===== src/rtl/multicycle_controller_pkg.sv =====
// Shared definitions for the multi-cycle MIPS controller: opcodes, state
// encoding, datapath mux codes and the bundled control-word type.
package controller_pkg;

    // Opcodes, taken from IR[31:26]
    localparam logic [5:0] OP_RTYPE = 6'b000000;
    localparam logic [5:0] OP_LW    = 6'b100011;
    localparam logic [5:0] OP_SW    = 6'b101011;
    localparam logic [5:0] OP_BEQ   = 6'b000100;
    localparam logic [5:0] OP_ADDI  = 6'b001000;
    localparam logic [5:0] OP_J     = 6'b000010;

    // State encoding, also visible on state_dbg
    localparam logic [3:0] ST_FETCH   = 4'd0;
    localparam logic [3:0] ST_DECODE  = 4'd1;
    localparam logic [3:0] ST_MEM_ADR = 4'd2;
    localparam logic [3:0] ST_MEM_RD  = 4'd3;
    localparam logic [3:0] ST_MEM_WB  = 4'd4;
    localparam logic [3:0] ST_MEM_WR  = 4'd5;
    localparam logic [3:0] ST_EXEC    = 4'd6;
    localparam logic [3:0] ST_ALU_WB  = 4'd7;
    localparam logic [3:0] ST_BRANCH  = 4'd8;
    localparam logic [3:0] ST_ADDI_EX = 4'd9;
    localparam logic [3:0] ST_ADDI_WB = 4'd10;
    localparam logic [3:0] ST_JUMP    = 4'd11;
    localparam logic [3:0] ST_HALT    = 4'd12;

    typedef enum logic [3:0] {
        S_FETCH   = ST_FETCH,
        S_DECODE  = ST_DECODE,
        S_MEM_ADR = ST_MEM_ADR,
        S_MEM_RD  = ST_MEM_RD,
        S_MEM_WB  = ST_MEM_WB,
        S_MEM_WR  = ST_MEM_WR,
        S_EXEC    = ST_EXEC,
        S_ALU_WB  = ST_ALU_WB,
        S_BRANCH  = ST_BRANCH,
        S_ADDI_EX = ST_ADDI_EX,
        S_ADDI_WB = ST_ADDI_WB,
        S_JUMP    = ST_JUMP,
        S_HALT    = ST_HALT
    } state_t;

    // ALU operation select
    localparam logic [1:0] ALU_ADD   = 2'b00;
    localparam logic [1:0] ALU_SUB   = 2'b01;
    localparam logic [1:0] ALU_FUNCT = 2'b10;

    // ALU B-operand select
    localparam logic [1:0] SRCB_B       = 2'b00;
    localparam logic [1:0] SRCB_FOUR    = 2'b01;
    localparam logic [1:0] SRCB_IMM     = 2'b10;
    localparam logic [1:0] SRCB_IMM_SH2 = 2'b11;

    // Next-PC select
    localparam logic [1:0] PC_ALU    = 2'b00;
    localparam logic [1:0] PC_ALUOUT = 2'b01;
    localparam logic [1:0] PC_JUMP   = 2'b10;

    // One cycle's worth of datapath control
    typedef struct packed {
        logic       pc_write;
        logic       ir_write;
        logic       reg_write;
        logic       mem_read;
        logic       mem_write;
        logic       iord;
        logic       reg_dst;
        logic       mem_to_reg;
        logic       alu_src_a;
        logic [1:0] alu_src_b;
        logic [1:0] alu_op;
        logic [1:0] pc_src;
    } ctrl_t;

    // States that wait on the memory handshake and can time out
    function automatic logic is_mem_state(state_t s);
        return (s == S_FETCH) || (s == S_MEM_RD) || (s == S_MEM_WR);
    endfunction

endpackage


===== src/rtl/multicycle_controller_if.sv =====
// Controller <-> datapath/memory signal bundle. The controller is the
// master; the datapath side (or a testbench) uses the slave view.
interface multicycle_controller_if;
    import controller_pkg::*;

    logic [5:0] opcode;
    logic       zero;
    logic       mem_ready;
    logic       halt_req;

    logic       pc_write;
    logic       ir_write;
    logic       reg_write;
    logic       mem_read;
    logic       mem_write;
    logic       iord;
    logic       reg_dst;
    logic       mem_to_reg;
    logic       alu_src_a;
    logic [1:0] alu_src_b;
    logic [1:0] alu_op;
    logic [1:0] pc_src;
    logic       halted;
    logic       instr_retired;
    logic       illegal_op;
    logic       bus_err;
    logic [3:0] state_dbg;

    modport master (
        input  opcode, zero, mem_ready, halt_req,
        output pc_write, ir_write, reg_write, mem_read, mem_write,
               iord, reg_dst, mem_to_reg, alu_src_a, alu_src_b,
               alu_op, pc_src, halted, instr_retired, illegal_op,
               bus_err, state_dbg
    );

    modport slave (
        output opcode, zero, mem_ready, halt_req,
        input  pc_write, ir_write, reg_write, mem_read, mem_write,
               iord, reg_dst, mem_to_reg, alu_src_a, alu_src_b,
               alu_op, pc_src, halted, instr_retired, illegal_op,
               bus_err, state_dbg
    );

endinterface


===== src/rtl/multicycle_controller_mem_wait_timer.sv =====
// Counts cycles spent waiting for mem_ready; expired goes high once the
// count has reached TIMEOUT_CYCLES.
module mem_wait_timer #(
    parameter int TIMEOUT_CYCLES = 15,
    parameter int CNT_W          = 8
) (
    input  logic clk,
    input  logic rst,
    input  logic clear,
    input  logic enable,
    output logic expired
);

    localparam logic [CNT_W-1:0] LIMIT = CNT_W'(TIMEOUT_CYCLES);

    logic [CNT_W-1:0] count_q;

    // Wait counter: clear wins over increment
    always_ff @(posedge clk) begin
        // NOTE: non-blocking assignments in clocked blocks so every register
        // samples the pre-edge values and simulation matches the hardware.
        if (rst || clear) begin
            count_q <= '0;
        end else if (enable) begin
            count_q <= count_q + 1'b1;
        end
    end

    assign expired = (count_q == LIMIT);

endmodule


===== src/rtl/multicycle_controller.sv =====
// Multi-cycle MIPS control FSM with memory-ready handshake, wait timeout,
// halt request and retire/error status.
module multicycle_controller
    import controller_pkg::*;
#(
    parameter int TIMEOUT_CYCLES = 15,
    parameter int CNT_W          = 8
) (
    input  logic                    clk,
    input  logic                    rst,
    multicycle_controller_if.master bus
);

    state_t state;
    state_t state_next;
    state_t dec_state;
    state_t boundary;
    ctrl_t  ctrl;

    logic illegal_q;
    logic bus_err_q;
    logic retire;
    logic set_illegal;
    logic mem_state;
    logic expired;
    logic timeout;
    logic timer_clear;
    logic timer_en;

    // A memory state gives up only if the limit is hit and the access
    // still has not completed in that same cycle.
    assign mem_state = is_mem_state(state);
    assign timer_en  = mem_state && !bus.mem_ready;
    assign timeout   = !rst && timer_en && expired;

    // Every state change (and every abort, which may re-enter FETCH from
    // FETCH) restarts the wait count for the next memory state.
    assign timer_clear = (state_next != state) || timeout;

    mem_wait_timer #(
        .TIMEOUT_CYCLES (TIMEOUT_CYCLES),
        .CNT_W          (CNT_W)
    ) u_timer (
        .clk     (clk),
        .rst     (rst),
        .clear   (timer_clear),
        .enable  (timer_en),
        .expired (expired)
    );

    // Instruction boundary: halt_req decides between FETCH and HALT
    assign boundary = bus.halt_req ? S_HALT : S_FETCH;

    // State register and sticky status flags
    always_ff @(posedge clk) begin
        if (rst) begin
            state     <= S_FETCH;
            illegal_q <= 1'b0;
            bus_err_q <= 1'b0;
        end else begin
            state <= state_next;
            if (set_illegal) illegal_q <= 1'b1;
            if (timeout)     bus_err_q <= 1'b1;
        end
    end

    // Next-state logic, retire pulse and illegal-opcode detection
    always_comb begin
        // NOTE: defaults first so every path assigns every output and no
        // latch is inferred.
        state_next  = state;
        retire      = 1'b0;
        set_illegal = 1'b0;
        unique case (state)
            S_FETCH: begin
                if (bus.mem_ready) state_next = S_DECODE;
                else if (timeout)  state_next = S_FETCH;
                else if (bus.halt_req) state_next = S_HALT;
            end
            S_DECODE: begin
                unique case (bus.opcode)
                    OP_RTYPE:     state_next = S_EXEC;
                    OP_LW, OP_SW: state_next = S_MEM_ADR;
                    OP_BEQ:       state_next = S_BRANCH;
                    OP_ADDI:      state_next = S_ADDI_EX;
                    OP_J:         state_next = S_JUMP;
                    default: begin
                        set_illegal = 1'b1;
                        retire      = 1'b1;
                        state_next  = boundary;
                    end
                endcase
            end
            S_MEM_ADR: state_next = (bus.opcode == OP_SW) ? S_MEM_WR : S_MEM_RD;
            S_MEM_RD: begin
                if (bus.mem_ready) state_next = S_MEM_WB;
                else if (timeout)  state_next = S_FETCH;
            end
            S_MEM_WR: begin
                if (bus.mem_ready) begin
                    retire     = 1'b1;
                    state_next = boundary;
                end else if (timeout) begin
                    state_next = S_FETCH;
                end
            end
            S_EXEC:    state_next = S_ALU_WB;
            S_ADDI_EX: state_next = S_ADDI_WB;
            S_MEM_WB, S_ALU_WB, S_BRANCH, S_ADDI_WB, S_JUMP: begin
                retire     = 1'b1;
                state_next = boundary;
            end
            S_HALT: begin
                if (!bus.halt_req) state_next = S_FETCH;
            end
            default: state_next = S_FETCH;
        endcase
    end

    // While in reset the outputs show the FETCH decode
    assign dec_state = rst ? S_FETCH : state;

    // Datapath control decode, then reset and timeout strobe gating
    always_comb begin
        ctrl = '0;
        unique case (dec_state)
            S_FETCH: begin
                ctrl.mem_read  = 1'b1;
                ctrl.iord      = 1'b0;
                ctrl.alu_src_a = 1'b0;
                ctrl.alu_src_b = SRCB_FOUR;
                ctrl.alu_op    = ALU_ADD;
                ctrl.pc_src    = PC_ALU;
                ctrl.ir_write  = bus.mem_ready;
                ctrl.pc_write  = bus.mem_ready;
            end
            S_DECODE: begin
                ctrl.alu_src_a = 1'b0;
                ctrl.alu_src_b = SRCB_IMM_SH2;
                ctrl.alu_op    = ALU_ADD;
            end
            S_MEM_ADR, S_ADDI_EX: begin
                ctrl.alu_src_a = 1'b1;
                ctrl.alu_src_b = SRCB_IMM;
                ctrl.alu_op    = ALU_ADD;
            end
            S_MEM_RD: begin
                ctrl.mem_read = 1'b1;
                ctrl.iord     = 1'b1;
            end
            S_MEM_WB: begin
                ctrl.reg_write  = 1'b1;
                ctrl.mem_to_reg = 1'b1;
                ctrl.reg_dst    = 1'b0;
            end
            S_MEM_WR: begin
                ctrl.iord      = 1'b1;
                ctrl.mem_write = 1'b1;
            end
            S_EXEC: begin
                ctrl.alu_src_a = 1'b1;
                ctrl.alu_src_b = SRCB_B;
                ctrl.alu_op    = ALU_FUNCT;
            end
            S_ALU_WB: begin
                ctrl.reg_write  = 1'b1;
                ctrl.reg_dst    = 1'b1;
                ctrl.mem_to_reg = 1'b0;
            end
            S_BRANCH: begin
                ctrl.alu_src_a = 1'b1;
                ctrl.alu_src_b = SRCB_B;
                ctrl.alu_op    = ALU_SUB;
                ctrl.pc_src    = PC_ALUOUT;
                ctrl.pc_write  = bus.zero;
            end
            S_ADDI_WB: begin
                ctrl.reg_write  = 1'b1;
                ctrl.reg_dst    = 1'b0;
                ctrl.mem_to_reg = 1'b0;
            end
            S_JUMP: begin
                ctrl.pc_src   = PC_JUMP;
                ctrl.pc_write = 1'b1;
            end
            default: ;
        endcase

        if (rst) begin
            ctrl.pc_write  = 1'b0;
            ctrl.ir_write  = 1'b0;
            ctrl.reg_write = 1'b0;
            ctrl.mem_write = 1'b0;
        end else if (timeout) begin
            ctrl.pc_write  = 1'b0;
            ctrl.ir_write  = 1'b0;
            ctrl.reg_write = 1'b0;
            ctrl.mem_read  = 1'b0;
            ctrl.mem_write = 1'b0;
        end
    end

    assign bus.pc_write   = ctrl.pc_write;
    assign bus.ir_write   = ctrl.ir_write;
    assign bus.reg_write  = ctrl.reg_write;
    assign bus.mem_read   = ctrl.mem_read;
    assign bus.mem_write  = ctrl.mem_write;
    assign bus.iord       = ctrl.iord;
    assign bus.reg_dst    = ctrl.reg_dst;
    assign bus.mem_to_reg = ctrl.mem_to_reg;
    assign bus.alu_src_a  = ctrl.alu_src_a;
    assign bus.alu_src_b  = ctrl.alu_src_b;
    assign bus.alu_op     = ctrl.alu_op;
    assign bus.pc_src     = ctrl.pc_src;

    // Status: error flags show in the cycle they are raised, then stick
    assign bus.halted        = !rst && (state == S_HALT);
    assign bus.instr_retired = !rst && retire;
    assign bus.illegal_op    = !rst && (illegal_q || set_illegal);
    assign bus.bus_err       = !rst && (bus_err_q || timeout);
    assign bus.state_dbg     = dec_state;

endmodule


===== src/flat_wrapper.sv =====
// flat-port wrapper written by rule: the top's interface ports become plain ports
module multicycle_controller_flat import controller_pkg::*;
#(
    parameter int TIMEOUT_CYCLES = 15,
    parameter int CNT_W          = 8
)
  (clk, rst, bus_opcode, bus_zero, bus_mem_ready, bus_halt_req, bus_pc_write, bus_ir_write, bus_reg_write, bus_mem_read, bus_mem_write, bus_iord, bus_reg_dst, bus_mem_to_reg, bus_alu_src_a, bus_alu_src_b, bus_alu_op, bus_pc_src, bus_halted, bus_instr_retired, bus_illegal_op, bus_bus_err, bus_state_dbg);
  multicycle_controller_if bus_i ();
  input  logic clk;
  input  logic rst;
  input wire logic [$bits(bus_i.opcode)-1:0] bus_opcode;
  input wire logic [$bits(bus_i.zero)-1:0] bus_zero;
  input wire logic [$bits(bus_i.mem_ready)-1:0] bus_mem_ready;
  input wire logic [$bits(bus_i.halt_req)-1:0] bus_halt_req;
  output wire logic [$bits(bus_i.pc_write)-1:0] bus_pc_write;
  output wire logic [$bits(bus_i.ir_write)-1:0] bus_ir_write;
  output wire logic [$bits(bus_i.reg_write)-1:0] bus_reg_write;
  output wire logic [$bits(bus_i.mem_read)-1:0] bus_mem_read;
  output wire logic [$bits(bus_i.mem_write)-1:0] bus_mem_write;
  output wire logic [$bits(bus_i.iord)-1:0] bus_iord;
  output wire logic [$bits(bus_i.reg_dst)-1:0] bus_reg_dst;
  output wire logic [$bits(bus_i.mem_to_reg)-1:0] bus_mem_to_reg;
  output wire logic [$bits(bus_i.alu_src_a)-1:0] bus_alu_src_a;
  output wire logic [$bits(bus_i.alu_src_b)-1:0] bus_alu_src_b;
  output wire logic [$bits(bus_i.alu_op)-1:0] bus_alu_op;
  output wire logic [$bits(bus_i.pc_src)-1:0] bus_pc_src;
  output wire logic [$bits(bus_i.halted)-1:0] bus_halted;
  output wire logic [$bits(bus_i.instr_retired)-1:0] bus_instr_retired;
  output wire logic [$bits(bus_i.illegal_op)-1:0] bus_illegal_op;
  output wire logic [$bits(bus_i.bus_err)-1:0] bus_bus_err;
  output wire logic [$bits(bus_i.state_dbg)-1:0] bus_state_dbg;
  assign bus_i.opcode = bus_opcode;
  assign bus_i.zero = bus_zero;
  assign bus_i.mem_ready = bus_mem_ready;
  assign bus_i.halt_req = bus_halt_req;
  assign bus_pc_write = bus_i.pc_write;
  assign bus_ir_write = bus_i.ir_write;
  assign bus_reg_write = bus_i.reg_write;
  assign bus_mem_read = bus_i.mem_read;
  assign bus_mem_write = bus_i.mem_write;
  assign bus_iord = bus_i.iord;
  assign bus_reg_dst = bus_i.reg_dst;
  assign bus_mem_to_reg = bus_i.mem_to_reg;
  assign bus_alu_src_a = bus_i.alu_src_a;
  assign bus_alu_src_b = bus_i.alu_src_b;
  assign bus_alu_op = bus_i.alu_op;
  assign bus_pc_src = bus_i.pc_src;
  assign bus_halted = bus_i.halted;
  assign bus_instr_retired = bus_i.instr_retired;
  assign bus_illegal_op = bus_i.illegal_op;
  assign bus_bus_err = bus_i.bus_err;
  assign bus_state_dbg = bus_i.state_dbg;
  multicycle_controller #(.TIMEOUT_CYCLES(TIMEOUT_CYCLES), .CNT_W(CNT_W)) u_core (.clk(clk), .rst(rst), .bus(bus_i));
endmodule

===== config.mk =====
export PLATFORM = sky130hd
export DESIGN_NAME = multicycle_controller_flat
export DESIGN_NICKNAME = d
export VERILOG_FILES = /design/src/rtl/multicycle_controller_pkg.sv /design/src/rtl/multicycle_controller_if.sv /design/src/rtl/multicycle_controller_mem_wait_timer.sv /design/src/rtl/multicycle_controller.sv /design/src/flat_wrapper.sv
export SDC_FILE = /design/constraint.sdc
export NUM_CORES = 1
export LEC_CHECK = 0
export ABC_CLOCK_PERIOD_IN_PS = 2700
export CAP_MARGIN = 25
export CORE_MARGIN = 5
export CORE_UTILIZATION = 45
export DETAILED_ROUTE_END_ITERATION = 8
export PLACE_DENSITY_LB_ADDON = 0.15
export SLEW_MARGIN = 20
export SYNTH_ARGS = -nofsm -noshare
export SYNTH_HDL_FRONTEND = slang
export SYNTH_SLANG_ARGS = --single-unit

===== constraint.sdc =====
create_clock -name clk -period 2.7 [get_ports clk]
set_input_delay 0.675 -clock clk [delete_from_list [all_inputs] [get_ports clk]]
set_output_delay 0.675 -clock clk [all_outputs]
set_load 0.005 [all_outputs]

==> metrics, run 1 <==
IO Count=34; area post-placement=1890 sq um; Critical Path RT=2.03 ns; gate count after technology mapping=185; Initial Util=between 40% and 50%; commonest non-fill, non-tap cells in the layout=buf_4, nor2_1, clkdlybuf4s50_1; startpoint types=input pin; Max Root-Sink Buffers=2; critical path's top delay family=compound AO/OA/AOI/OAI gates; minimum clock period=2.71 ns; vias=between 1500 and 2000; worst reg2reg path startpoint=u_core.u_timer.count_q[1]; Mean Syn Cell Area=7.36 sq um; # port buffers=33; die area=around 4200 sq um; area grow syn2layout=50.4%; Post-Syn Nets=197; final antenna-violating net count=0; wire per inst=16.4 um; number of synthesized register bits=14; Reg area=~290 sq um; Worst slew margin=72.7%; endpoints failing setup=1; Fin Clk Skew=~0.0034 ns; Reg2Reg Depth=8; Sink Count=14; PnR worst setup slack=-0.0128 ns; Design Area, Final=2050 sq um; ys async rst share=0%; total CTS buffers=3; worst hold path startpoint=u_core.illegal_q; DRC Markers=0; core area=2980 sq um; Hold Vio Cnt, Final=0; Static Leak=approximately 0.85 nW; layout net count=about 260; setup repair after global routing missed its margin=yes; post-detail-place hpwl=approximately 3.2 mm; antenna cell count=0; overall routing resource usage=21.6%; Post-synth EDFFs=0; # rows=20; status=finished with violations; Worst R2R End=u_core.u_timer.count_q[6]; Multi-input gate area=1090 sq um; crit path DAT=between 2 and 2.5 ns; Crit path buffers/inverters=2; Hold Buf Count CTS=0; pin count of the biggest net entering global routing=13; Worst Path Max Fanout=2; commonest non-fill, non-tap cell in the layout=buf_4; Root Buffer=clkbuf_4; initial antenna violation count=0; Layout fillers=279; slowest stage cell on the critical path=maj3_2; total routed wirelength=between 4 and 5 mm; H-Tree Depth=1; Hold Path Stages=2; mapped cell area=1360 sq um; Synth cell types=55; Max Transition Viols Final=0; max-cap violations=0; ys flop type=dfxtp_1; hold slack=0.469 ns; VDD IR max=0.278 mV; r2r setup slk=0.23 ns; vias per cell=6.07; Slew @ Worst Pin=around 0.4 ns; pwr/cell area=450 nW/um^2; TritonCTS clock tree=yes; width of the die=65 um; layout cell share with drive strength beyond 1=33.5%; delay of the slowest critical-path stage=slightly above 0.3 ns; Peak Freq=between 0.3 and 0.4 GHz; Clk pin slew, worst setup/hold paths=0.08 ns; Power Total=0.922 mW; worst hold-check path type=reg2reg; Worst-Skew Late Latency=0.28 ns; Worst Hold Endpoint=u_core.illegal_q; RD Place Congestion=0.930; die height=65 um; sequential share of the synthesized area=20.6%; gr ovfl total=0; Iter 0 DRT Violations=119; worst-path cell chain=dlygate4sd2_1, maj3_2, o22a_1, nor2_4, o21ai_1, a22oi_1, nor2_1, clkbuf_2; failing checks=setup timing; WS Path Type=in2out; vias in the first global route=1590; CP endpoint kind=output pin; Final Cycle Share=100%; DRT Pass-1 Iters=4; Setup TNS Final=-0.0128 ns; first-pass GRT wire length=7.31 mm; Ys Warns=0
synth_stat cells (all sizes together), types with 4 or more instances:
| cell type | number | area [sq um] |
|---|---|---|
| buf | 5 | 37.5 |
| a21oi | 7 | 35.0 |
| nor2 | 28 | 105 |
| and3 | 6 | 37.5 |
| xor2 | 8 | 70.1 |
| dfxtp | 14 | 280 |
| nor3 | 15 | 80.1 |
| nand2b | 5 | 31.3 |
| nor2b | 4 | 25.0 |
| nor4 | 5 | 31.3 |
| nand2 | 8 | 30.0 |
| inv | 4 | 15.0 |
| clkbuf | 11 | 41.3 |
| o21ai | 7 | 35.0 |
| nand4 | 6 | 37.5 |
sequential cells by signal (all words and copies together) (netlist names):
| register | flops |
|---|---|
| u_core.bus_err_q | 1 |
| u_core.illegal_q | 1 |
| u_core.state | 4 |
| u_core.u_timer.count_q | 8 |
report_power, final:
part           internal (mW)  switching (mW)
registers              0.222          0.0187
logic                  0.263           0.273
clock network         0.0820          0.0639
total                  0.566           0.355
cell families after synthesis:
family,count (synthesis),synth area share (%)
AO/OA/AOI/OAI,46,27.0
XOR/XNOR,11,7.08
buffers and inverters,20,6.89
multiplexers,1,0.735
flip-flops,14,20.6
adder cells (fa/ha/maj),2,1.65
AND/OR/NAND/NOR,91,36.0
per-stage QoR:
step                instances  setup slack, ns  util, %
CTS                       275          -0.0615     67.8
floorplan                 185            0.168        -
detailed placement        267           -0.593     63.6
global placement          267           -0.549     63.6
finish                    275          -0.0128     68.7
global route              275          -0.0808     68.7
area by class of cell:
class                           instances  area share, %
Clock buffer                            4           1.77
Inverter                                4          0.733
Multi-Input combinational cell        151           53.4
Sequential cell                        14           14.0
Tap cell                               33           2.02
Timing Repair Buffer                   69           28.1
routing by layer:
metal  routed length [um]  track usage (%)  up-vias  share of wire, %
li1                     -                -      801                 -
met1                 2020             27.1      800                45
met2                 2150             38.1       67                48
met3                  328             4.85        2               7.3
met4                   17             3.17        0              0.38
met5                    0                0        -                 0
worst max-delay path by stage:
stage / slack [ns] / cells after the start / from / end
2_1_floorplan: 0.17 / 6 / bus_mem_ready / u_core.u_timer.count_q[7]
3_3_place_gp: -0.55 / 8 / bus_opcode[2] / bus_instr_retired
3_5_place_dp: -0.59 / 8 / bus_opcode[1] / bus_instr_retired
4_1_cts: -0.06 / 8 / bus_opcode[1] / bus_instr_retired
5_1_grt: -0.08 / 8 / bus_opcode[2] / bus_instr_retired
6_report: -0.01 / 8 / bus_opcode[1] / bus_instr_retired
worst reg2reg max path: cells and delay by family, from the launching register on:
kind	cells	cell delay, ns
AO/OA/AOI/OAI	3	0.89
AND/OR/NAND/NOR	3	0.61
flip-flops	1	0.41
adder cells (fa/ha/maj)	1	0.26
buffers and inverters	1	0.21
timing repair:
action | in CTS | in global routing
pin swaps | 9 | 5
gates cloned | 1 | 0
buffers inserted | 3 | 0
setup endpoints to repair | 29 | 19
resized for setup | 42 | 24
Note: power is estimated with default switching activity, not from simulation.
==> run 2, diff against run 1 <==
--- a/config.mk
+++ b/config.mk
@@ -5,7 +5,6 @@
 export SDC_FILE = /design/constraint.sdc
 export NUM_CORES = 1
 export LEC_CHECK = 0
-export ABC_CLOCK_PERIOD_IN_PS = 2700
 export CAP_MARGIN = 25
 export CORE_MARGIN = 5
 export CORE_UTILIZATION = 45
==> results of run 2 <==
No change in the layout: final DEF, timing and power equal those of run 1.
==> run 3, diff against run 2 <==
--- a/config.mk
+++ b/config.mk
@@ -5,8 +5,8 @@
 export SDC_FILE = /design/constraint.sdc
 export NUM_CORES = 1
 export LEC_CHECK = 0
+export ABC_AREA = 1
 export CAP_MARGIN = 25
-export CORE_MARGIN = 5
 export CORE_UTILIZATION = 45
 export DETAILED_ROUTE_END_ITERATION = 8
 export PLACE_DENSITY_LB_ADDON = 0.15
==> run 3 against run 2 <==
  * The run ends with DRC left
  * Largest cell class unchanged
  * Via count increased by 0.48%
  * Critical path depth fell by 1
  * Register-to-register slack got worse by 0.06 ns
  * Largest power group unchanged
  * Cell count increased by 23%
==> metrics, run 3 <==
status=finished with violations (unchanged); failing checks=DRC (was setup timing); register share of total power=24.8% (was 26.1%); layout net count=320 (was 255); Final Cycle Share=96.4% (was 100%); vias in the first global route=1553 (was 1590); vias=1678 (was 1670); final core occ=75.0% (was 68.7%); Setup TNS Final=0 ns (was -0.0128 ns); Design Area, Final=2100 sq um (was 2050 sq um); Static Leak=1.06 nW (was 0.846 nW); Iter 0 DRT Violations=44 (was 119); Max Root-Sink Buffers=2 (unchanged); layout cell share with drive strength beyond 1=37.5% (was 33.5%); Slew @ Worst Pin=0.244 ns (was 0.404 ns); Post-Syn Nets=241 (was 197); # rows=19 (was 20); top post-synthesis cells by count=nand2_1, nor2_1, inv_1, nand3_1, dfxtp_1 (was nor2_1, dfxtp_1, nor3_1, clkbuf_1); Hold Vio Cnt, Final=0 (unchanged); Worst Hold Endpoint=u_core.illegal_q (unchanged); core area=2810 sq um (was 2980 sq um); DRT Pass-1 Iters=6 (was 4); placed cell count=318 (was 267); NetSw=0.460 mW (was 0.355 mW); Worst-Skew Late Latency=0.29 ns (was 0.28 ns); Top Registers=u_core.u_timer.count_q (8), u_core.state (4) (unchanged); worst reg2reg path startpoint=u_core.state[3] (was u_core.u_timer.count_q[1]); Layout Cells excl Fill=338 (was 275); area leader, netlist=dfxtp_1 (unchanged); commonest non-fill, non-tap cells in the layout=nand2_1, buf_4, nor2_1 (was buf_4, nor2_1, clkdlybuf4s50_1); pwr/cell area=497 nW/um^2 (was 450 nW/um^2); count leader, synth=nand2_1 (was nor2_1); CP endpoint kind=output pin (unchanged); post-detail-place hpwl=2.91 mm (was 3.17 mm); VDD IR max=0.489 mV (was 0.278 mV); overall routing resource usage=24.1% (was 21.6%); Worst R2R End=u_core.illegal_q (was u_core.u_timer.count_q[6]); Mean Syn Cell Area=5.88 sq um (was 7.36 sq um); Post-synth EDFFs=0 (unchanged); area grow syn2layout=56.2% (was 50.4%); WS Path Type=reg2out (was in2out); Peak Freq=0.384 GHz (was 0.369 GHz); Internal Pwr Total=0.587 mW (was 0.566 mW); vias per cell=4.96 (was 6.07); startpoint types=register (was input pin); Worst slew margin=83.7% (was 72.7%); Ys Warns=0 (unchanged); Initial Util=48.0% (was 45.7%); total routed wirelength=3.80 mm (was 4.51 mm); IO Count=34 (unchanged); pre-CTS WS=-0.336 ns (was -0.593 ns); endpoints failing setup=0 (was 1); Root Buffer=clkbuf_4 (unchanged); Critical Path RT=2.03 ns (about the same); # port buffers=33 (unchanged); gr ovfl total=0 (unchanged); PnR worst setup slack=0.0975 ns (was -0.0128 ns); Clk pin slew, worst setup/hold paths=0.08 ns (about the same); gate count after technology mapping=229 (was 185); ys flop type=dfxtp_1 (unchanged); Reg2Reg Depth=17 (was 8); Clk network pwr share=14.8% (was 15.8%); Worst Path Max Fanout=7 (was 2); number of synthesized register bits=14 (unchanged); total CTS buffers=3 (unchanged); wire per inst=11.2 um (was 16.4 um); Yosys top cell area share=20.8% (was 20.6%); Comb pwr share=60.4% (was 58.1%); minimum clock period=2.60 ns (was 2.71 ns); max-cap violations=0 (unchanged); pin count of the biggest net entering global routing=10 (was 13); Fin Clk Skew=0.00333 ns (was 0.00341 ns); RD Place Congestion=0.864 (was 0.930); final antenna-violating net count=0 (unchanged); Top reg by flops=u_core.u_timer.count_q (unchanged); initial antenna violation count=0 (unchanged); r2r setup slk=0.17 ns (was 0.23 ns); H-Tree Depth=1 (unchanged); sequential share of the synthesized area=20.8% (was 20.6%); Hold Path Stages=2 (unchanged); max reg flops=8 (unchanged); TritonCTS clock tree=yes (unchanged); Sink Count=14 (unchanged); Synth cell types=24 (was 55); DRC Markers=4 (was 0); first-pass GRT wire length=6.22 mm (was 7.31 mm); mapped cell area=1350 sq um (was 1360 sq um); hold slack=0.466 ns (was 0.469 ns); width of the die=56.7 um (was 65 um); Hold Buf Count CTS=0 (unchanged); die area=3220 sq um (was 4230 sq um); worst hold path startpoint=u_core.illegal_q (unchanged); area post-placement=1910 sq um (was 1890 sq um); die height=56.7 um (was 65 um); Max Transition Viols Final=0 (unchanged); largest cells by area after synthesis=dfxtp_1, nand2_1, nor2_1 (was dfxtp_1, nor2_1, nor3_1); commonest non-fill, non-tap cell in the layout=nand2_1 (was buf_4); crit path DAT=1.93 ns (was 2.04 ns); Switching Fraction=44.0% (was 38.6%); antenna cell count=0 (unchanged); worst hold-check path type=reg2reg (unchanged); ys async rst share=0% (unchanged); Power Total=1.05 mW (was 0.922 mW)
[run 3: cell types whose count changed after synthesis, moves of 6 or more]
| cell | previous run | this run |
|---|---|---|
| clkbuf_1 | 11 | 1 |
| nor2_1 | 28 | 44 |
| nand2_2 | 0 | 8 |
| and3_1 | 6 | 0 |
| inv_1 | 3 | 31 |
| nand3_1 | 2 | 18 |
| nor3_2 | 1 | 9 |
| nand2_1 | 8 | 58 |
| nor3_1 | 14 | 0 |
[run 3: worst max-delay path by stage]
stage	from	end	slack, ns	depth (start not counted)
floorplan	rst	bus_pc_write	0.65	6
global placement	rst	bus_mem_write	-0.31	10
detailed placement	rst	bus_mem_write	-0.34	10
CTS	bus_opcode[3]	u_core.illegal_q	-0.01	20
global route	u_core.state[3]	bus_pc_write	-0.008	8
finish	u_core.state[3]	bus_alu_src_b[1]	0.1	7
[run 3: critical path, stage by stage, from the launching register on]
cell and delay [ns]:
dfxtp_2 0.39, inv_2 0.14, nand2_1 0.12, nor2_2 0.14, buf_4 0.15, inv_1 0.04, o21ai_0 0.12, clkdlybuf4s50_1 0.52
[run 3: power by group through the flow]
| stage | Clock, mW | Sequential [mW] | Combinational (mW) |
|---|---|---|---|
| after floorplan | 0 | 0.251 | 0.349 |
| after global placement | 0 | 0.256 | 0.556 |
| after detailed placement | 0 | 0.257 | 0.560 |
| after CTS | 0.158 | 0.255 | 0.614 |
| after global routing | 0.164 | 0.262 | 0.694 |
| final | 0.155 | 0.259 | 0.633 |
[run 3: metal layers]
metal  GRT usage, %  wire [um]
met5              0          0
met4           5.36         35
met3           4.84        178
met2           43.9       1970
met1           28.9       1620
[run 3: final cells by class]
cell class	count	area, sq um
Clock buffer	4	36.3
Fill cell	258	701
Inverter	36	139
Multi-Input combinational cell	178	995
Sequential cell	14	287
Tap cell	31	38.8
Timing Repair Buffer	75	609
[run 3: timing repair]
item                                    CTS  global route
pin swaps                                10             5
setup buffers                            16             0
endpoints found under the setup margin   21             7
gates resized for setup                  31            36
[run 3: cells by family (layout without fill, tap and decap cells)]
kind of cell | count (synthesis) | after routing | synth area share [%]
compound gates | 19 | 19 | 7.89
xor+xnor | 7 | 7 | 4.55
fa+ha+maj | 1 | 1 | 0.928
buf+inv | 37 | 115 | 10.3
flops | 14 | 14 | 20.8
simple gates | 151 | 151 | 55.5
